### src/rtl/regfile_wb_buffer.sv
// regfile_wb_buffer
// Writeback buffer that owns the register-file write port. Writeback requests
// are queued in a DEPTH-entry FIFO and drained one per cycle onto a registered
// write port (rd_addr/rd_w_data). Writes to r0 are dropped at the input. While
// a write is pending (queued or currently presented on the write port), reads
// of that register are forwarded from the youngest pending value.
//
// Ports
//   clk          system clock, rising-edge active
//   rst          asynchronous active-low reset
//   in_valid     writeback request present
//   in_ready     buffer has room (count < DEPTH)
//   in_addr      destination register index
//   in_data      destination register value
//   stall        register-file write port busy; hold the drain
//   rd_addr      registered write address (0 = no write)
//   rd_w_data    registered write data
//   rs_addr      read-port A address snooped for forwarding
//   rt_addr      read-port B address snooped for forwarding
//   rs_fwd_hit   pending write matches rs_addr
//   rs_fwd_data  forwarded value for rs_addr
//   rt_fwd_hit   pending write matches rt_addr
//   rt_fwd_data  forwarded value for rt_addr
//   count        occupied FIFO entries
module regfile_wb_buffer #(
   parameter int DEPTH = 4
) (
   input  logic                     clk,
   input  logic                     rst,
   input  logic                     in_valid,
   output logic                     in_ready,
   input  logic [4:0]               in_addr,
   input  logic [31:0]              in_data,
   input  logic                     stall,
   output logic [4:0]               rd_addr,
   output logic [31:0]              rd_w_data,
   input  logic [4:0]               rs_addr,
   input  logic [4:0]               rt_addr,
   output logic                     rs_fwd_hit,
   output logic [31:0]              rs_fwd_data,
   output logic                     rt_fwd_hit,
   output logic [31:0]              rt_fwd_data,
   output logic [$clog2(DEPTH):0]   count
);

   localparam int PW = $clog2(DEPTH);
   localparam int CW = PW + 1;
   localparam logic [CW-1:0] DEPTH_C = CW'(DEPTH);
   localparam logic [CW-1:0] CNT_ONE = CW'(1);
   localparam logic [PW-1:0] PTR_ONE = PW'(1);

   logic [4:0]    mem_addr_r [DEPTH];
   logic [31:0]   mem_data_r [DEPTH];
   logic [PW-1:0] head_r;
   logic [PW-1:0] tail_r;
   logic [CW-1:0] count_r;
   logic [4:0]    rd_addr_r;
   logic [31:0]   rd_w_data_r;

   logic          accept_s;
   logic          push_s;
   logic          pop_s;
   logic          rs_hit_s;
   logic [31:0]   rs_data_s;
   logic          rt_hit_s;
   logic [31:0]   rt_data_s;
   logic [PW-1:0] idx_s;
   logic          live_s;
   logic          rs_match_s;
   logic          rt_match_s;

   assign in_ready = (count_r < DEPTH_C);
   assign accept_s = in_valid & in_ready;
   // r0 requests complete the handshake but never enter the FIFO
   assign push_s   = accept_s & (in_addr != 5'd0);
   assign pop_s    = (count_r != {CW{1'b0}}) & ~stall;

   // FIFO storage, pointers, occupancy and the registered write port
   always_ff @(posedge clk or negedge rst) begin
      if (!rst) begin
         for (int i = 0; i < DEPTH; i++) begin
            mem_addr_r[i] <= 5'd0;
            mem_data_r[i] <= 32'd0;
         end
         head_r      <= {PW{1'b0}};
         tail_r      <= {PW{1'b0}};
         count_r     <= {CW{1'b0}};
         rd_addr_r   <= 5'd0;
         rd_w_data_r <= 32'd0;
      end else begin
         if (push_s) begin
            mem_addr_r[tail_r] <= in_addr;
            mem_data_r[tail_r] <= in_data;
            tail_r             <= tail_r + PTR_ONE;
         end else begin
            tail_r <= tail_r;
         end

         // An idle or stalled cycle drives a write to r0, which is a no-op
         if (pop_s) begin
            rd_addr_r   <= mem_addr_r[head_r];
            rd_w_data_r <= mem_data_r[head_r];
            head_r      <= head_r + PTR_ONE;
         end else begin
            rd_addr_r   <= 5'd0;
            rd_w_data_r <= 32'd0;
         end

         case ({push_s, pop_s})
            2'b10:   count_r <= count_r + CNT_ONE;
            2'b01:   count_r <= count_r - CNT_ONE;
            default: count_r <= count_r;
         endcase
      end
   end

   // Forwarding: the write port holds the oldest pending value; FIFO entries
   // are scanned oldest to youngest so the youngest match overrides.
   always_comb begin
      idx_s      = {PW{1'b0}};
      live_s     = 1'b0;
      rs_match_s = 1'b0;
      rt_match_s = 1'b0;
      rs_hit_s   = (rs_addr != 5'd0) && (rs_addr == rd_addr_r);
      rs_data_s  = rs_hit_s ? rd_w_data_r : 32'd0;
      rt_hit_s   = (rt_addr != 5'd0) && (rt_addr == rd_addr_r);
      rt_data_s  = rt_hit_s ? rd_w_data_r : 32'd0;
      for (int i = 0; i < DEPTH; i++) begin
         idx_s      = head_r + PW'(i);
         live_s     = (CW'(i) < count_r);
         rs_match_s = live_s && (rs_addr != 5'd0) && (mem_addr_r[idx_s] == rs_addr);
         rt_match_s = live_s && (rt_addr != 5'd0) && (mem_addr_r[idx_s] == rt_addr);
         rs_hit_s   = rs_hit_s | rs_match_s;
         rs_data_s  = rs_match_s ? mem_data_r[idx_s] : rs_data_s;
         rt_hit_s   = rt_hit_s | rt_match_s;
         rt_data_s  = rt_match_s ? mem_data_r[idx_s] : rt_data_s;
      end
   end

   assign rd_addr     = rd_addr_r;
   assign rd_w_data   = rd_w_data_r;
   assign count       = count_r;
   assign rs_fwd_hit  = rs_hit_s;
   assign rs_fwd_data = rs_data_s;
   assign rt_fwd_hit  = rt_hit_s;
   assign rt_fwd_data = rt_data_s;

endmodule
### config.mk
export PLATFORM = sky130hd
export DESIGN_NAME = regfile_wb_buffer
export DESIGN_NICKNAME = d
export VERILOG_FILES = /design/src/rtl/regfile_wb_buffer.sv
export SDC_FILE = /design/constraint.sdc
export NUM_CORES = 1
export LEC_CHECK = 0
export BUFFER_PORTS_ARGS = -buffer_cell sky130_fd_sc_hd__buf_2
export CAP_MARGIN = 20
export CORE_ASPECT_RATIO = 1.1
export CORE_MARGIN = 10
export CORE_UTILIZATION = 34
export CTS_BUF_LIST = sky130_fd_sc_hd__clkbuf_4
export CTS_CLUSTER_SIZE = 16
export DETAILED_ROUTE_END_ITERATION = 16
export GPL_ROUTABILITY_DRIVEN = 0
export GPL_TIMING_DRIVEN = 1
export PLACE_DENSITY_LB_ADDON = 0.25
export SKIP_CTS_REPAIR_TIMING = 1
export SYNTH_ARGS = -nofsm -noshare
export SYNTH_HDL_FRONTEND = slang
export SYNTH_SLANG_ARGS = --single-unit
export TNS_END_PERCENT = 30
### constraint.sdc
create_clock -name clk -period 3 [get_ports clk]
set_input_delay 0.3 -clock clk [delete_from_list [all_inputs] [get_ports clk]]
set_output_delay 0.3 -clock clk [all_outputs]
set_load 0.005 [all_outputs]
After elaboration in Yosys (flattened, before gate mapping)
Cells that the tools add are included.

storage, ports and cells
  bits in registers = 192
  word-level logic and storage cells = 126

cells by class
  bitwise logic cells = 17
  $lt $le $gt $ge = 11
  muxes and demuxes = 43
  reductions and logical operators = 24
  equality and inequality tests = 12
  $add $sub $neg = 6

operators by type and width
  operator                                                     number
  two-way mux 32 bit                                           20
  binary-select mux 32 bit (select 2 bit)                      4
  bitwise mux 128 bit                                          1
  demux 32 bit (select 2 bit)                                  1
  == test 5 bit                                                10
  two-way mux 5 bit                                            10
  binary-select mux 5 bit (select 2 bit)                       4
  bitwise mux 20 bit                                           1
  logical AND 1 bit                                            19
  greater-or-equal comparator 3 bit (second input constant)    5
  inverter 2 -> 3 bit                                          5
  nonzero test 5 bit                                           3
  demux 5 bit (select 2 bit)                                   1
  bitwise OR 1 bit                                             8
  less-than comparator 1 x 3 -> 1 bit (first input constant)   2
  less-than comparator 2 x 3 -> 1 bit (first input constant)   2
  case mux 3 bit (2 select lines)                              1
  adder 2 x 1 -> 2 bit (second input constant)                 2
  adder 2 bit (second input constant)                          2
  adder 3 x 1 -> 3 bit (second input constant)                 1
  AND 1 bit                                                    3
  less-than comparator 3 x 1 -> 1 bit (second input constant)  1
  less-than comparator 3 bit (second input constant)           1
  nonzero test 3 bit                                           1
  5 further kinds                                              5

Logic depth before layout (Yosys ltp)
  word-level depth = 10
  mapped depth = 12
  gate-level depth less buffers = 8

Worst setup path after synthesis
No wires, ideal clock.

  path kind = register to output
  start = register head_r[1]
  end = output rs_fwd_data[10]
  path slack = 0.205 ns
  cell stages (with the launch flop) = 10
  required time = 2.700 ns
  arrival = 2.495 ns
  cell sequence = dfrtp_1 -> buf_2 -> mux4_2 -> xnor2_1 -> nand4_1 -> or4_4 -> buf_6 -> buf_2 -> a31oi_1 -> o31ai_2

on the way
  word-level cells in the longest chain between the ends = 10

ends and longest elaborated chain
  what                                                                                                 RTL line       RTL
  from (decl)                                                                                          54             logic [PW-1:0] head_r;
  from (signal assigned)                                                                               85             head_r <= {PW{1'b0}};
  from (signal assigned)                                                                               103            head_r <= head_r + PTR_ONE;
  adder 2 x 1 -> 2 bit or inverter 2 -> 3 bit (tied branches)                                          129, 131, 134
  inverter 2 -> 3 bit (not written as such) or binary-select mux 5 bit (select 2 bit) (tied branches)  131, 134
  binary-select mux 5 bit (select 2 bit) or two-way mux 5 bit (tied branches)                          131            rs_match_s = live_s && (rs_addr != 5'd0) && (mem_addr_r[idx_s] == rs_addr);
  two-way mux 5 bit (not written as such)                                                              131
  two-way mux 5 bit (not written as such) or == test 5 bit (tied branches)                             131
  == test 5 bit or logical AND 1 bit (tied branches)                                                   131
  logical AND 1 bit or two-way mux 32 bit (tied branches)                                              131, 134
  two-way mux 32 bit (2 in a row)                                                                      134            rs_data_s = rs_match_s ? mem_data_r[idx_s] : rs_data_s;
  two-way mux 32 bit (*)                                                                               134
  to (decl)                                                                                            40             output logic [31:0] rs_fwd_data,

Every way passes the cells marked *; elsewhere a longest branch is shown, timed or not. The select of a mux whose other input is x is not followed.

Worst setup path after layout
  start = register head_r[0]
  end = output rs_fwd_data[16]

Same word-level chain as after synthesis.

==> flow_summary.ini <==
[die]
core_area_um2 = 39180
start_util_pct = 34.44
rows = 76
ios = 158
die_w_um = 209.9
die_h_um = 228.9
dieArea_um2 = 48060

[grt]
use_met3_pct = 3.266
grt.busiest_layer = met2
grt_pass1_wl_mm = 68.97
grt_pass1_vias = 11780
use_met1_pct = 22.58
grt-ovfl-total = 0
grtUsageMet2_pct = 30.35
track_usage_pct = 17.99
grt_max_degree = 94
antenna_found_initial = 2

[cts]
numCtsBuffers = 17
clock-sinks = 192
root_buffer = clkbuf_4
htree_num_levels = 4
cts_tree = built
clk_latency_ns = 0.64
path_clk_slew_ns = 0.17
clk_path_buf_depth = 2

[setup_path]
r2r_start = head_r[0]
cp-start-kind = flop
cpLargestDelayFamily = compound AO/OA/AOI/OAI gates
crit_type = flop to output port
cpPeakStageDelay_ns = 0.56
slowest_stage = a2111o_2
required_ns = 2.70
crit_top_cell = buf_6
path_buf_inv = 5
arrival_ns = 3.74
startpoint = head_r[0]
crit_fanout = 10
endpoint_kind = output port
cp_cell_sequence = buf_6, buf_6, mux4_2, xor2_1, a211o_1, a2111o_2, and2_4, buf_12, buf_6, a21oi_2, o31ai_2, buf_2

[synth]
synth_nets = 1512
mappedNetlistArea_um2 = 13490
synth_top_family_by_area = multiplexers
synth.area.mux_share_pct = 26.33
synth-edff-count = 0
synthCells = 1452
synthXorXnorAreaFrac_pct = 3.440
synth_top_area_share_pct = 35.61
synthTopCellsByArea = dfrtp_1 36%, mux2_2 18%, nor2_1 6.5%
synth-simple-area-share_pct = 10.63
synth_top_cell_by_area = dfrtp_1
avgSynthCellArea_um2 = 9.293
synth_seq_area_share_pct = 35.61
synthArstFlopShare_pct = 100.0
ys_ff_latch = 192
yosysUniqueCellTypes = 55
synthAdderAreaFrac_pct = 0.8346
synth_warnings = 0
synth_compound_area_share_pct = 18.15
synth_ff_type = dfrtp_1

[timing]
slew_headroom_pct = 30.39
worst_slack_ns = -1.041
fin_crit_ns = 4.041
rsz0062_at_grt = yes
finalSetupViolCount = 66
timing.hold.ws_ns = 0.2122
fmax_mhz = 247.5
hold_viol = 0
period_share_pct = 134.7
drv_slew = 0
clock_skew_ns = 0.03060
tns_ns = -60.04
tightest_slew_ns = 1.035

[final_layout]
drive_gt1_share_pct = 41.73
synthToLayoutAreaGrowth_pct = 29.28
layout.nets = 1789
num-fill-cells = 3817

[pwr]
intPower_mw = 11.05
power_frac_seq_pct = 24.9
power.leakage_nw = 7.845
ir_worst_vdd_uv = 545.4
p_sw_mw = 9.183
clkPwrFrac_pct = 7.5
pwr-share-comb_pct = 67.6
p_per_area_nw_per_um2 = 1160
swShare_pct = 45.39

[route]
drt.antenna.violating_nets = 0
post_drt_via_cell_ratio = 5.524
num_vias = 12450
drt_first_pass_iters = 6
drc = 0
wl_mm = 47.57
first_iter_violations = 877
wl_per_cell_um = 21.11

[placed_design]
portBuffers = 157
dp_hpwl_mm = 31.82

[min_path]
hp-class = input pin to flop
hold_start = stall

[outcome]
violations = negative setup slack
status = complete, but fails checks

[flow_run]
maxCapViolCount = 0
==> area by class of cell <==
type	instances	area, um^2	share of cell area, %
Multi-Input combinational cell	1119	8434	48.35
Sequential cell	192	4812	27.59
Timing Repair Buffer	388	3227	18.50
Tap cell	507	634.4	3.637
Clock buffer	20	150.1	0.8608
Clock inverter	12	131.4	0.7532
Inverter	11	43.79	0.2511
Antenna cell	4	10.01	0.05738
==> layer usage <==
layer | part of all wire, % | wire [um]
met3 | 6.2 | 2953
met5 | 0 | 0
met4 | 2.3 | 1104
met2 | 48 | 22980
met1 | 43 | 20530
==> layout by cell type, fill, tap and decap left out, types with 38 or more instances in the layout <==
master,instances
nor2_1,226
mux2_2,214
dfrtp_1,190
buf_2,155
buf_4,134
a21oi_1,100
o21ai_0,89
nand2_1,77
mux2i_1,73
a31oi_1,61
dlygate4sd3_1,38
==> flip-flops by register name, summed over array words and instances (netlist names) <==
name / flops
count: 3
head_r: 2
mem_addr_r: 20
mem_data_r: 128
rd_addr: 5
rd_w_data: 32
tail_r: 2
==> cell usage after synthesis, types with 2 or more instances <==
cell,count
and3_1,2
buf_1,13
a31oi_1,64
a211oi_1,5
nor2b_1,2
mux2_2,214
o22ai_1,2
or3_1,5
nor2_1,233
inv_1,8
buf_6,10
nand2_1,81
clkbuf_1,67
buf_4,3
a21oi_1,125
a211o_1,2
o31ai_1,44
mux4_2,12
xnor2_1,27
o31ai_2,20
nand3_1,8
mux2i_1,73
a2111o_1,2
ha_1,9
nor4_1,3
o21ai_0,119
o21ai_2,8
inv_2,2
xor2_1,26
nor3_1,2
buf_2,35
or4_1,2
dfrtp_1,192
and2_1,5
nand4_1,4
mux4_1,4
==> logic make-up (layout without fill, tap and decap cells) <==
kind of cell               Yosys count  after routing
AOI/OAI and AO/OA                  399            399
other                                0              4
and+or+nand+nor                    353            353
xor gates and xnor gates            53             53
buffers and inverters              141            431
muxes                              305            305
adders and majority gates            9              9
DFF                                192            192
==> path summary, 6_finish.rpt <==
check	to	slack [ns]	depth (start not counted)
setup / recovery	rs_fwd_data[16]	-1.04	12
hold / removal	rd_addr[4]	0.21	4
max in group asynchronous	mem_data_r[98]	1.96	3
min in group asynchronous	rd_w_data[26]	0.23	2
hold reg to reg	mem_data_r[124]	0.55	1
setup reg to reg	rd_w_data[12]	0.36	9
==> worst min-delay path, cell delays in order <==
cell and delay, ns:
buf_2 0.09, a21o_1 0.10, inv_1 0.15, and3_1 0.19
==> per-stage QoR <==
step	power (mW)	instance area, um^2	setup WS [ns]	utilization, %	cells
final	20.23	17440	-1.041	44.52	2253
after global routing	21.76	17440	-1.151	44.51	2251
after CTS	19.14	16140	-1.109	41.20	2178
after detailed placement	17.59	15860	-0.3759	40.48	2146
after global placement	17.34	15860	-0.3811	40.48	2146
after floorplan	12.90	13490	0.2046	-	1452
==> power groups by stage <==
stage	Clock [mW]	Combinational (mW)	Sequential, mW
finish	1.52	13.7	5.03
global route	1.67	14.9	5.22
CTS	1.57	12.6	4.98
detailed placement	0	12.5	5.04
global placement	0	12.4	4.98
floorplan	0	8.20	4.70
No activity file was read; power rests on OpenSTA's default activity.
